**src/rtl/arm_pkg.sv**
```systemverilog
// Shared widths, constants and fetch-state encoding for the instruction-fetch slice.
package arm_pkg;

    localparam int unsigned INSTR_W = 32;
    localparam int unsigned ADDR_W  = 64;
    localparam int unsigned PC_INC  = 4;

    localparam logic [INSTR_W-1:0] HALT_ENC = 32'hD440_0000;

    typedef enum logic [1:0] {
        StBoot,
        StRun,
        StHalt
    } fetch_state_e;

endpackage

```
**src/rtl/ifid_reg.sv**
```systemverilog
// IF/ID pipeline register: load captures a fetched instruction, clear kills it, otherwise hold.
module ifid_reg import arm_pkg::*; (
    input  logic               clk_i,
    input  logic               rst_ni,
    input  logic               load_i,
    input  logic               clear_i,
    input  logic [ADDR_W-1:0]  pc_i,
    input  logic [INSTR_W-1:0] instr_i,
    output logic [ADDR_W-1:0]  pc_o,
    output logic [INSTR_W-1:0] instr_o,
    output logic               valid_o
);

    logic [ADDR_W-1:0]  pc_q;
    logic [INSTR_W-1:0] instr_q;
    logic               valid_q;

    always_ff @(posedge clk_i or negedge rst_ni) begin
        if (!rst_ni) begin
            pc_q    <= '0;
            instr_q <= '0;
            valid_q <= 1'b0;
        end else if (load_i) begin
            pc_q    <= pc_i;
            instr_q <= instr_i;
            valid_q <= 1'b1;
        end else if (clear_i) begin
            // Only the valid bit matters once the slot is killed.
            valid_q <= 1'b0;
        end
    end

    assign pc_o    = pc_q;
    assign instr_o = instr_q;
    assign valid_o = valid_q;

endmodule

```
**src/rtl/if_stage.sv**
```systemverilog
// Instruction-fetch stage: PC register, BOOT/RUN/HALT fetch FSM, redirect and stall handling.
module if_stage import arm_pkg::*; #(
    parameter logic [arm_pkg::ADDR_W-1:0]  RESET_PC = 64'h0,
    parameter logic [arm_pkg::INSTR_W-1:0] HALT_ENC = arm_pkg::HALT_ENC
) (
    input  logic                        CLK,
    input  logic                        RESET_N,
    input  logic                        Stall,
    input  logic                        Flush,
    input  logic                        BranchTaken,
    input  logic [arm_pkg::ADDR_W-1:0]  BranchTarget,
    input  logic [arm_pkg::INSTR_W-1:0] Instruction,
    output logic [arm_pkg::ADDR_W-1:0]  Address,
    output logic [arm_pkg::ADDR_W-1:0]  IFID_PC,
    output logic [arm_pkg::INSTR_W-1:0] IFID_Instruction,
    output logic                        IFID_Valid,
    output logic                        Halted,
    output logic                        MisalignErr,
    output logic [31:0]                 FetchCount
);

    fetch_state_e       state_q, state_d;
    logic [ADDR_W-1:0]  pc_q, pc_d;
    logic               misalign_q, misalign_d;
    logic [31:0]        count_q, count_d;
    logic               ifid_load, ifid_clear;
    logic [ADDR_W-1:0]  pc_next;
    logic [ADDR_W-1:0]  redirect_pc;

    assign pc_next     = pc_q + ADDR_W'(PC_INC);
    assign redirect_pc = {BranchTarget[ADDR_W-1:2], 2'b00};

    always_comb begin
        state_d    = state_q;
        pc_d       = pc_q;
        misalign_d = misalign_q;
        count_d    = count_q;
        ifid_load  = 1'b0;
        ifid_clear = 1'b0;
        unique case (state_q)
            StBoot: begin
                state_d = StRun;
            end
            StRun: begin
                if (BranchTaken) begin
                    pc_d       = redirect_pc;
                    ifid_clear = 1'b1;
                    misalign_d = misalign_q | (BranchTarget[1:0] != 2'b00);
                end else if (Flush) begin
                    ifid_clear = 1'b1;
                    if (!Stall) begin
                        pc_d = pc_next;
                    end
                end else if (!Stall) begin
                    ifid_load = 1'b1;
                    count_d   = count_q + 32'd1;
                    // The halt word itself is issued; fetch then parks on its address.
                    if (Instruction == HALT_ENC) begin
                        state_d = StHalt;
                    end else begin
                        pc_d = pc_next;
                    end
                end
            end
            StHalt: begin
                ifid_clear = 1'b1;
                if (BranchTaken) begin
                    pc_d       = redirect_pc;
                    misalign_d = misalign_q | (BranchTarget[1:0] != 2'b00);
                    state_d    = StRun;
                end
            end
            default: begin
                state_d = StBoot;
            end
        endcase
    end

    always_ff @(posedge CLK or negedge RESET_N) begin
        if (!RESET_N) begin
            state_q    <= StBoot;
            pc_q       <= RESET_PC;
            misalign_q <= 1'b0;
            count_q    <= '0;
        end else begin
            state_q    <= state_d;
            pc_q       <= pc_d;
            misalign_q <= misalign_d;
            count_q    <= count_d;
        end
    end

    ifid_reg u_ifid_reg (
        .clk_i   (CLK),
        .rst_ni  (RESET_N),
        .load_i  (ifid_load),
        .clear_i (ifid_clear),
        .pc_i    (pc_q),
        .instr_i (Instruction),
        .pc_o    (IFID_PC),
        .instr_o (IFID_Instruction),
        .valid_o (IFID_Valid)
    );

    assign Address     = pc_q;
    assign Halted      = (state_q == StHalt);
    assign MisalignErr = misalign_q;
    assign FetchCount  = count_q;

endmodule

```
**config.mk**
```make
export PLATFORM = sky130hd
export DESIGN_NAME = if_stage
export DESIGN_NICKNAME = d
export VERILOG_FILES = /design/src/rtl/arm_pkg.sv /design/src/rtl/ifid_reg.sv /design/src/rtl/if_stage.sv
export SDC_FILE = /design/constraint.sdc
export NUM_CORES = 1
export LEC_CHECK = 0
export CAP_MARGIN = 30
export CORE_MARGIN = 10
export CORE_UTILIZATION = 24
export CTS_CLUSTER_DIAMETER = 60
export DETAILED_ROUTE_END_ITERATION = 7
export PLACE_DENSITY_LB_ADDON = 0.25
export REMOVE_ABC_BUFFERS = 1
export SLEW_MARGIN = 20
export SYNTH_ARGS = -nofsm -noshare
export SYNTH_HDL_FRONTEND = slang
export SYNTH_SLANG_ARGS = --single-unit
export TNS_END_PERCENT = 100
```
**constraint.sdc**
```tcl
create_clock -name CLK -period 2.5 [get_ports CLK]
set_input_delay 0.75 -clock CLK [delete_from_list [all_inputs] [get_ports CLK]]
set_output_delay 0.75 -clock CLK [all_outputs]
set_load 0.01 [all_outputs]
```
==> results.sh, run 1 <==
export IMPL_outcome="finished, final reports clean"
export IMPL_track_usage=0.144
export IMPL_vdd_drop_max_v=0.000492
export IMPL_total_power_w=0.0101
export IMPL_grt_pass1_wl_microns=52000
export IMPL_wire_per_inst_microns=19.9
export IMPL_critical_path_buf_inv_count=2
export IMPL_cts_sinks=192
export IMPL_io_pins=296
export IMPL_avgSynthCellArea_sq_um=10.6
export IMPL_worst_path_max_delay_cell="or4_4"
export IMPL_fmax_mhz=414
export IMPL_routed_via_density=4.69
export IMPL_setup_viol=0
export IMPL_hp_class="input pin to asynchronous set/reset pin"
export IMPL_r2r_cells=9
export IMPL_synth_seq_cells=192
export IMPL_p_int_w=0.00696
export IMPL_slew_viol_final=0
export IMPL_gr_total_overflow=0
export IMPL_dieArea_sq_um=46300
export IMPL_start_util=0.243
export IMPL_antenna_found_initial=2
export IMPL_gp_congestion=0.788
export IMPL_end_kind="flip-flop"
export IMPL_p_per_area_nw_per_um2=716
export IMPL_cp_slowest_stage_delay_ns=0.53
export IMPL_fp_row_count=71
export IMPL_die_x_microns=215
export IMPL_dieHeight_microns=215
export IMPL_timing_final_crit_share=0.967
export IMPL_rsz0062_at_grt="true"
export IMPL_multi_input_area_sq_um=4190
export IMPL_cts_tree="done"
export IMPL_wirelength_microns=34600
export IMPL_min_period_ns=2.42
export IMPL_fin_nets=1325
export IMPL_ys_flop_type="dfrtp_1"
export IMPL_yosys_warnings=0
export IMPL_path_clk_slew_ns=0.08
export IMPL_start_kind="input pin"
export IMPL_worst_path_stages=8
export IMPL_io_buffers=291
export IMPL_clkPwrFrac=0.269
export IMPL_cp_required_ns=2.85
export IMPL_seq_power_share=0.411
export IMPL_syn_area_sq_um=9150
export IMPL_drtIter0Drc=475
export IMPL_insertion_delay_ns=0.45
export IMPL_areaGrowthSynthToFinish_pct=54.5
export IMPL_htree_levels=4
export IMPL_drc_errors=0
export IMPL_cts_path_max_buffers=2
export IMPL_syn_inst=863
export IMPL_tightest_slew_ns=0.516
export IMPL_power_frac_comb=0.319
export IMPL_core_area_sq_um=37700
export IMPL_vias=8178
export IMPL_cts_setup_buffers=0
export IMPL_crit_chain="clkdlybuf4s50_1, nor4_2, buf_4, nand2_1, or4_4, o21ai_2, o21ai_2, mux2_2"
export IMPL_yosysSeqAreaShare=0.525
export IMPL_dr_pass1_iters=5
export IMPL_seq_area_sq_um=4800
export IMPL_relSlewSlack=0.656
export IMPL_fin_util=0.375
export IMPL_numCtsBuffers=17
export IMPL_switchingPower_w=0.00317
export IMPL_path_class="input pin to flip-flop"
export IMPL_drive_gt1_frac=0.213
export IMPL_grt_max_degree=60
export IMPL_finalHoldViolations=0
export IMPL_worstPathArrival_ns=2.76
export IMPL_yosysUniqueCellTypes=50
export IMPL_worstPathMaxFanout=2
export IMPL_maxCapViolCount=0
export IMPL_synth_enable_flop_cells=0
export IMPL_ys_async_sr_fraction=1.00
export IMPL_grt_pass1_vias=8300
export IMPL_hpwl_microns=25500
export IMPL_cts_root_buf="clkbuf_16"
export IMPL_swShare=0.313
export IMPL_cpMostUsedCell="o21ai_2"
export IMPL_fill_cells=3794
export IMPL_p_leak_nw=5.67
export IMPL_ant_nets=0
export IMPL_setup_tns_final_ns=0
export IMPL_critical_path_top_delay_family="simple AND/OR/NAND/NOR gates"
export IMPL_fin_worst_skew_ns=0.0120
sequential cells by signal (all words and copies together) (netlist names):
name,flops
Address,62
FetchCount,32
MisalignErr,1
state_q,2
u_ifid_reg.instr_o,32
u_ifid_reg.pc_o,62
u_ifid_reg.valid_o,1
power groups by stage:
stage	clock [W]	sequential [W]	combinational [W]
floorplan	0	0.00451	0.000871
global placement	0	0.00420	0.00324
detailed placement	0	0.00422	0.00325
CTS	0.00281	0.00417	0.00328
global route	0.00295	0.00426	0.00348
finish	0.00273	0.00416	0.00323
cells in the final DEF, fill, tap and decap left out, types with 28 or more instances in the layout:
master,count
a21oi_1,85
buf_4,83
clkdlybuf4s50_1,285
dfrtp_1,192
mux2_2,96
nand2_1,54
nand3_1,48
nand4_1,28
nor2_1,37
o21ai_0,49
o22ai_1,28
routing by layer:
metal,vias up,part of all wire,global-route usage
met3,28,0.073,0.0473
met2,215,0.47,0.233
met1,4038,0.44,0.177
met4,2,0.015,0.0427
li1,3895,-,-
met5,-,0.00038,0
layout make-up:
class                      instances  share of cell area
sequential                       192               0.340
multi-input combinational        599               0.297
timing repair buffer             388               0.273
tap                              511              0.0452
clock buffer                      18              0.0311
clock inverter                    14             0.00868
inverter                          20             0.00531
antenna                            2            0.000354
cell usage after synthesis (4+ instances only):
library cell | n | share of area
buf_1 | 9 | 0.0037
nor4_1 | 10 | 0.0068
nand4_1 | 28 | 0.019
mux2_2 | 96 | 0.12
buf_4 | 4 | 0.0033
o22ai_1 | 28 | 0.019
xor2_1 | 6 | 0.0057
or3_1 | 7 | 0.0048
nand2_1 | 54 | 0.022
buf_2 | 5 | 0.0027
a2bb2oi_1 | 15 | 0.014
xnor2_1 | 25 | 0.024
inv_1 | 20 | 0.0082
a22oi_1 | 4 | 0.0033
nor2_1 | 38 | 0.016
o21ai_0 | 51 | 0.028
ha_1 | 6 | 0.0082
o31ai_1 | 6 | 0.0049
clkbuf_1 | 37 | 0.015
a21oi_1 | 91 | 0.050
dfrtp_1 | 192 | 0.53
and3_1 | 18 | 0.012
nand3_1 | 50 | 0.027
a31oi_1 | 6 | 0.0041
and4_1 | 4 | 0.0038
nor3_1 | 9 | 0.0049
what timing repair did:
action,in CTS,in global routing
hold buffers,0,0
cloned,1,3
pin swaps,1,9
resized for setup,8,23
setup endpoints to repair,35,70
per-stage QoR:
step	std cells	area, sq um	setup WS (ns)	hold slack (ns)
3_3_place_gp	1706	13300	-0.609	0.460
4_1_cts	1739	14000	0.00360	0.238
6_report	1744	14100	0.0828	0.228
5_1_grt	1743	14100	-0.0493	0.245
3_5_place_dp	1706	13300	-0.613	0.461
2_1_floorplan	811	8930	-10.75	0.454
logic make-up after synthesis:
| family | count (synthesis) | share of synthesized area |
|---|---|---|
| XOR/XNOR | 31 | 0.0297 |
| multiplexers | 98 | 0.120 |
| AO/OA/AOI/OAI | 219 | 0.140 |
| buffers and inverters | 75 | 0.0331 |
| AND/OR/NAND/NOR | 241 | 0.143 |
| flip-flops | 192 | 0.525 |
| adder cells (fa/ha/maj) | 6 | 0.00821 |
| other | 1 | 0.000410 |
worst paths after layout:
kind / startpoint / to / slack (ns)
setup / recovery: Instruction[10] / state_q[1] / 0.08
hold / removal: RESET_N / u_ifid_reg.pc_o[21] / 0.23
setup reg to reg: Address[3] / Address[58] / 0.16
hold reg to reg: FetchCount[31] / FetchCount[31] / 0.47
max in group asynchronous: RESET_N / u_ifid_reg.pc_o[60] / 1.58
min in group CLK: FetchCount[31] / FetchCount[31] / 0.47
(Power assumes the default switching activity.)
==> run 2: changes to the inputs <==
CORE_UTILIZATION = 33   (was 24)
CTS_CLUSTER_SIZE = 16   (was default)
HOLD_SLACK_MARGIN = 0.15   (was default)
==> run 2 against run 1 <==
Compared with the run above: first-iteration DRC count grew 37%; worst setup slack improved by 0.020 ns; cell count fell by 8.1%; clock-buffer cell count increased by 2.
==> results.sh, run 2 (same netlist as run 1, synthesis figures left out) <==
export IMPL_outcome="finished, final reports clean"
export IMPL_fin_worst_skew_ns=0.0148
export IMPL_numCtsBuffers=17
export IMPL_io_buffers=291
export IMPL_cp_required_ns=2.81
export IMPL_dr_pass1_iters=5
export IMPL_mostFrequentLayoutCells="clkdlybuf4s50_1, dfrtp_1, mux2_2"
export IMPL_design_area_sq_um=14000
export IMPL_gr_total_overflow=0
export IMPL_r2r_slack_ns=0.14
export IMPL_rsz0062_at_grt="true"
export IMPL_crit_start="Instruction[28]"
export IMPL_drive_gt1_frac=0.206
export IMPL_antenna_found_initial=4
export IMPL_p_per_area_nw_per_um2=717
export IMPL_min_period_ns=2.40
export IMPL_areaGrowthSynthToFinish_pct=53.4
export IMPL_swShare=0.305
export IMPL_path_class="input pin to flip-flop"
export IMPL_fmax_mhz=417
export IMPL_drc_errors=0
export IMPL_gr_usage_met2=0.283
export IMPL_power_frac_comb=0.318
export IMPL_hp_class="input pin to asynchronous set/reset pin"
export IMPL_path_clk_slew_ns=0.08
export IMPL_tightest_slew_ns=0.521
export IMPL_seq_power_share=0.412
export IMPL_cts_path_max_buffers=2
export IMPL_final_common_cell="clkdlybuf4s50_1"
export IMPL_hpwl_microns=23200
export IMPL_track_usage=0.174
export IMPL_timing_final_crit_share=0.959
export IMPL_maxCapViolCount=0
export IMPL_fill_cells=2468
export IMPL_clkPwrFrac=0.270
export IMPL_setup_viol=0
export IMPL_gp_congestion=0.810
export IMPL_vias=8212
export IMPL_r2r_cells=9
export IMPL_dieHeight_microns=186
export IMPL_grt_busiest_layer="met2"
export IMPL_wire_per_inst_microns=19.5
export IMPL_wirelength_microns=31200
export IMPL_grt_pass1_vias=8447
export IMPL_dieArea_sq_um=34800
export IMPL_routed_via_density=5.12
export IMPL_timing_hold_ws_ns=0.290
export IMPL_grt_pass1_wl_microns=49200
export IMPL_placed_area_sq_um=13200
export IMPL_hold_buffers=0
export IMPL_relSlewSlack=0.649
export IMPL_finalHoldViolations=0
export IMPL_grt_max_degree=55
export IMPL_slew_viol_final=0
export IMPL_p_int_w=0.00699
export IMPL_vdd_drop_max_v=0.000374
export IMPL_worstPathMaxFanout=7
export IMPL_htree_levels=4
export IMPL_fin_nets=1322
export IMPL_cts_tree="done"
export IMPL_worstPathArrival_ns=2.71
export IMPL_start_util=0.338
export IMPL_ant_nets=0
export IMPL_fp_row_count=60
export IMPL_die_x_microns=186
export IMPL_io_pins=296
export IMPL_switchingPower_w=0.00307
export IMPL_cts_root_buf="clkbuf_16"
export IMPL_r2r_end="Address[58]"
export IMPL_r2r_start="Address[2]"
export IMPL_core_area_sq_um=27100
export IMPL_start_kind="input pin"
export IMPL_p_leak_nw=5.77
export IMPL_met1_usage=0.218
export IMPL_end_kind="flip-flop"
export IMPL_drtIter0Drc=652
export IMPL_insertion_delay_ns=0.43
export IMPL_grtUsageMet3=0.0547
export IMPL_cts_sinks=192
-- run 2: cell count changes in the layout (fill, tap and decap cells not counted), moves of 4 or more --
cell             before  now
buf_4                83   76
a21oi_1              85   90
a21oi_2               5    0
clkdlybuf4s50_1     285  278
buf_12               10   14
dlymetal6s2s_1        4   10
-- run 2: how the worst max path moves through the flow --
stage,end,slack [ns],depth (start not counted)
3_5_place_dp,Address[28],-0.60,10
4_1_cts,Address[57],0.004,11
5_1_grt,Address[62],-0.02,7
3_3_place_gp,Address[28],-0.57,10
6_report,Address[58],0.10,10
2_1_floorplan,FetchCount[27],-10.75,6
-- run 2: layer usage --
layer  up-vias  wire length [microns]
met4         2                    405
met3        23                   2500
met1      4040                  13400
met5         -                      7
li1       3869                      -
met2       278                  14900
-- run 2: repair_timing --
| item | 4_1_cts | 5_1_grt |
|---|---|---|
| gates resized for setup | 9 | 30 |
| setup buffers | 0 | 2 |
| cloned | 0 | 3 |
| pin swaps | 2 | 13 |
| endpoints found under the setup margin | 64 | 66 |
-- run 2: through the flow --
stage / setup slack [ns] / std cells / power [W] / setup TNS, ns / util
3_5_place_dp: -0.605 / 1563 / 0.00742 / -48.46 / 0.486
3_3_place_gp: -0.569 / 1563 / 0.00737 / -42.75 / 0.486
2_1_floorplan: -10.75 / 811 / 0.00538 / -1421.33 / -
4_1_cts: 0.00378 / 1595 / 0.0102 / 0 / 0.509
6_report: 0.103 / 1603 / 0.0101 / 0 / 0.518
5_1_grt: -0.0238 / 1603 / 0.0106 / -0.0594 / 0.518
-- run 2: layout make-up --
class	count	area, sq um	area share
flip-flops and latches	192	4800	0.342
multi-input cells	599	4220	0.301
repair buffers	385	3880	0.276
well taps	372	465	0.0332
clock buffers	20	457	0.0326
clock inverters	12	119	0.00847
inverters	20	75.1	0.00535
diodes	3	7.51	0.000535
-- run 2: worst max-delay path, cell delays in order --
cell and delay, ns:
clkdlybuf4s50_1 0.50, nor4bb_4 0.31, nand3_2 0.16, nor4_4 0.15
buf_4 0.15, buf_4 0.10, a21o_4 0.20, buf_12 0.15
a21oi_1 0.04, o22a_1 0.19
-- run 2: power groups by stage --
stage | combinational [W] | clock (W) | sequential [W]
3_5_place_dp | 0.00321 | 0 | 0.00421
6_report | 0.00320 | 0.00272 | 0.00415
4_1_cts | 0.00323 | 0.00280 | 0.00416
2_1_floorplan | 0.000871 | 0 | 0.00451
5_1_grt | 0.00345 | 0.00292 | 0.00425
3_3_place_gp | 0.00319 | 0 | 0.00418
==> run 3: changes to the inputs <==
==> constraint.sdc (replaced) <==
create_clock -name CLK -period 2.5 [get_ports CLK]
set_input_delay 0.75 -clock CLK [delete_from_list [all_inputs] [get_ports CLK]]
set_output_delay 0.75 -clock CLK [all_outputs]
set_load 0.02 [all_outputs]
==> run 3 against run 2 <==
Compared with the run above: the run now ends with negative setup slack left; via count down 0.13%; final area down 0.87%; sequential cell count is the same; first-iteration DRC count decreased by 4.0%; combinational power increased by 16%; maximum frequency decreased by 4.6%; routed wire length is 0.57% lower; core utilization decreased by 0.45 points; cell count shrank 0.12%; hold slack improved by 0.011 ns; clock-buffer cell count shrank 1; total power is 5.0% higher.
==> results.sh, run 3 (same netlist as run 1, synthesis figures left out) <==
export IMPL_outcome="finished, violations left"
export IMPL_violations="negative setup slack"
export IMPL_final_common_cell="clkdlybuf4s50_1"
export IMPL_path_class="input pin to flip-flop"
export IMPL_maxCapViolCount=0
export IMPL_wire_per_inst_microns=19.4
export IMPL_critical_path_buf_inv_count=1
export IMPL_setup_tns_final_ns=-0.0133
export IMPL_fmax_mhz=398
export IMPL_antenna_found_initial=2
export IMPL_dieArea_sq_um=34800
export IMPL_worstPathMaxFanout=2
export IMPL_path_clk_slew_ns=0.08
export IMPL_layout_setup_ws_ns=-0.0133
export IMPL_setup_viol=1
export IMPL_start_util=0.338
export IMPL_fin_worst_skew_ns=0.0129
export IMPL_fin_nets=1322
export IMPL_min_period_ns=2.51
export IMPL_cts_tree="done"
export IMPL_drtIter0Drc=626
export IMPL_start_kind="input pin"
export IMPL_hpwl_microns=23400
export IMPL_grt_max_degree=60
export IMPL_gp_congestion=0.811
export IMPL_cts_root_buf="clkbuf_16"
export IMPL_dp_cells=1568
export IMPL_crit_chain="clkdlybuf4s50_1, nor4_2, nand4_1, or4_1, o21ai_2, o21ai_1, mux2_2"
export IMPL_fp_row_count=60
export IMPL_vias=8201
export IMPL_dr_pass1_iters=5
export IMPL_worstPathArrival_ns=2.82
export IMPL_drc_errors=0
export IMPL_io_pins=296
export IMPL_io_buffers=291
export IMPL_cts_path_max_buffers=2
export IMPL_numCtsBuffers=17
export IMPL_cts_sinks=192
export IMPL_drive_gt1_frac=0.208
export IMPL_grt_pass1_vias=8414
export IMPL_cp_required_ns=2.81
export IMPL_rsz0062_at_grt="true"
export IMPL_cts_setup_buffers=0
export IMPL_p_per_area_nw_per_um2=760
export IMPL_grt_pass1_wl_microns=49600
export IMPL_ant_nets=0
export IMPL_slew_viol_final=0
export IMPL_design_area_sq_um=13900
export IMPL_hp_class="input pin to asynchronous set/reset pin"
export IMPL_placed_area_sq_um=13200
export IMPL_cp_slowest_stage_delay_ns=0.60
export IMPL_track_usage=0.175
export IMPL_htree_levels=4
export IMPL_tightest_slew_ns=0.594
export IMPL_wirelength_microns=31100
export IMPL_finalHoldViolations=0
export IMPL_mostFrequentLayoutCells="clkdlybuf4s50_1, dfrtp_1, mux2_2"
export IMPL_relSlewSlack=0.600
export IMPL_vdd_drop_max_v=0.000475
export IMPL_dieHeight_microns=186
export IMPL_timing_final_crit_share=1.01
export IMPL_final_cell_count_no_fill=1601
export IMPL_gr_total_overflow=0
export IMPL_core_area_sq_um=27100
export IMPL_p_leak_nw=5.64
export IMPL_end_kind="flip-flop"
export IMPL_insertion_delay_ns=0.43
export IMPL_areaGrowthSynthToFinish_pct=52.0
export IMPL_routed_via_density=5.12
export IMPL_worst_path_max_delay_cell="or4_1"
export IMPL_critical_path_top_delay_family="simple AND/OR/NAND/NOR gates"
export IMPL_die_x_microns=186
-- run 3: cell count changes in the layout (fill, tap and decap cells not counted), moves of 3 or more --
cell and change:
dlymetal6s2s_1 -7, nor4_2 +3, a21oi_2 +6, a21oi_1 -6, inv_6 -3, clkinv_4 +4, buf_4 +4, clkdlybuf4s50_1 +8
clkbuf_16 -3
-- run 3: metal layers --
metal / GRT usage / vias to the layer above / wire [microns]
met5: 0 / - / 13
li1: - / 3872 / -
met4: 0.0369 / 2 / 263
met1: 0.220 / 4056 / 13400
met3: 0.0585 / 18 / 2360
met2: 0.287 / 253 / 15100
-- run 3: layout make-up --
| type | count | area [sq um] |
|---|---|---|
| clock buffers | 19 | 453 |
| clock inverters | 13 | 125 |
| fillers | 2462 | 13200 |
| well taps | 372 | 465 |
| inverters | 20 | 75.1 |
| repair buffers | 385 | 3790 |
| multi-input cells | 599 | 4190 |
| diodes | 1 | 2.50 |
| flip-flops and latches | 192 | 4800 |
-- run 3: worst paths after layout --
kind / to / slack [ns] / depth (start not counted) / from
worst max-delay path: state_q[1] / -0.01 / 7 / Instruction[0]
worst min-delay path: u_ifid_reg.pc_o[23] / 0.30 / 1 / RESET_N
worst max register to register: Address[48] / 0.15 / 6 / Address[35]
worst min register to register: FetchCount[31] / 0.47 / 1 / FetchCount[31]
max in group asynchronous: u_ifid_reg.pc_o[7] / 1.51 / 2 / RESET_N
min in group CLK: FetchCount[31] / 0.47 / 1 / FetchCount[31]
-- run 3: power by group --
| part | internal, W | total [W] | switching, W | leakage [nW] |
|---|---|---|---|---|
| clock network | 0.00137 | 0.00272 | 0.00135 | 0.286 |
| logic | 0.00188 | 0.00370 | 0.00181 | 3.10 |
| registers | 0.00373 | 0.00415 | 0.000419 | 2.25 |
-- run 3: per-stage QoR --
stage                     setup slack [ns]  hold slack [ns]  power, W   util
final                              -0.0133            0.301    0.0106  0.513
after global routing               -0.0643            0.320    0.0111  0.513
after CTS                           0.0101            0.328    0.0107  0.510
after detailed placement            -0.588            0.465   0.00793  0.487
after global placement              -0.602            0.458   0.00788  0.487
after floorplan                     -10.76            0.454   0.00587      -
-- run 3: repair_timing --
| item | 4_1_cts | 5_1_grt |
|---|---|---|
| endpoints found under the setup margin | 65 | 52 |
| hold endpoints to repair | 0 | 0 |
| gates resized for setup | 7 | 20 |
| pin swaps | 0 | 6 |
| hold buffers | 0 | 0 |
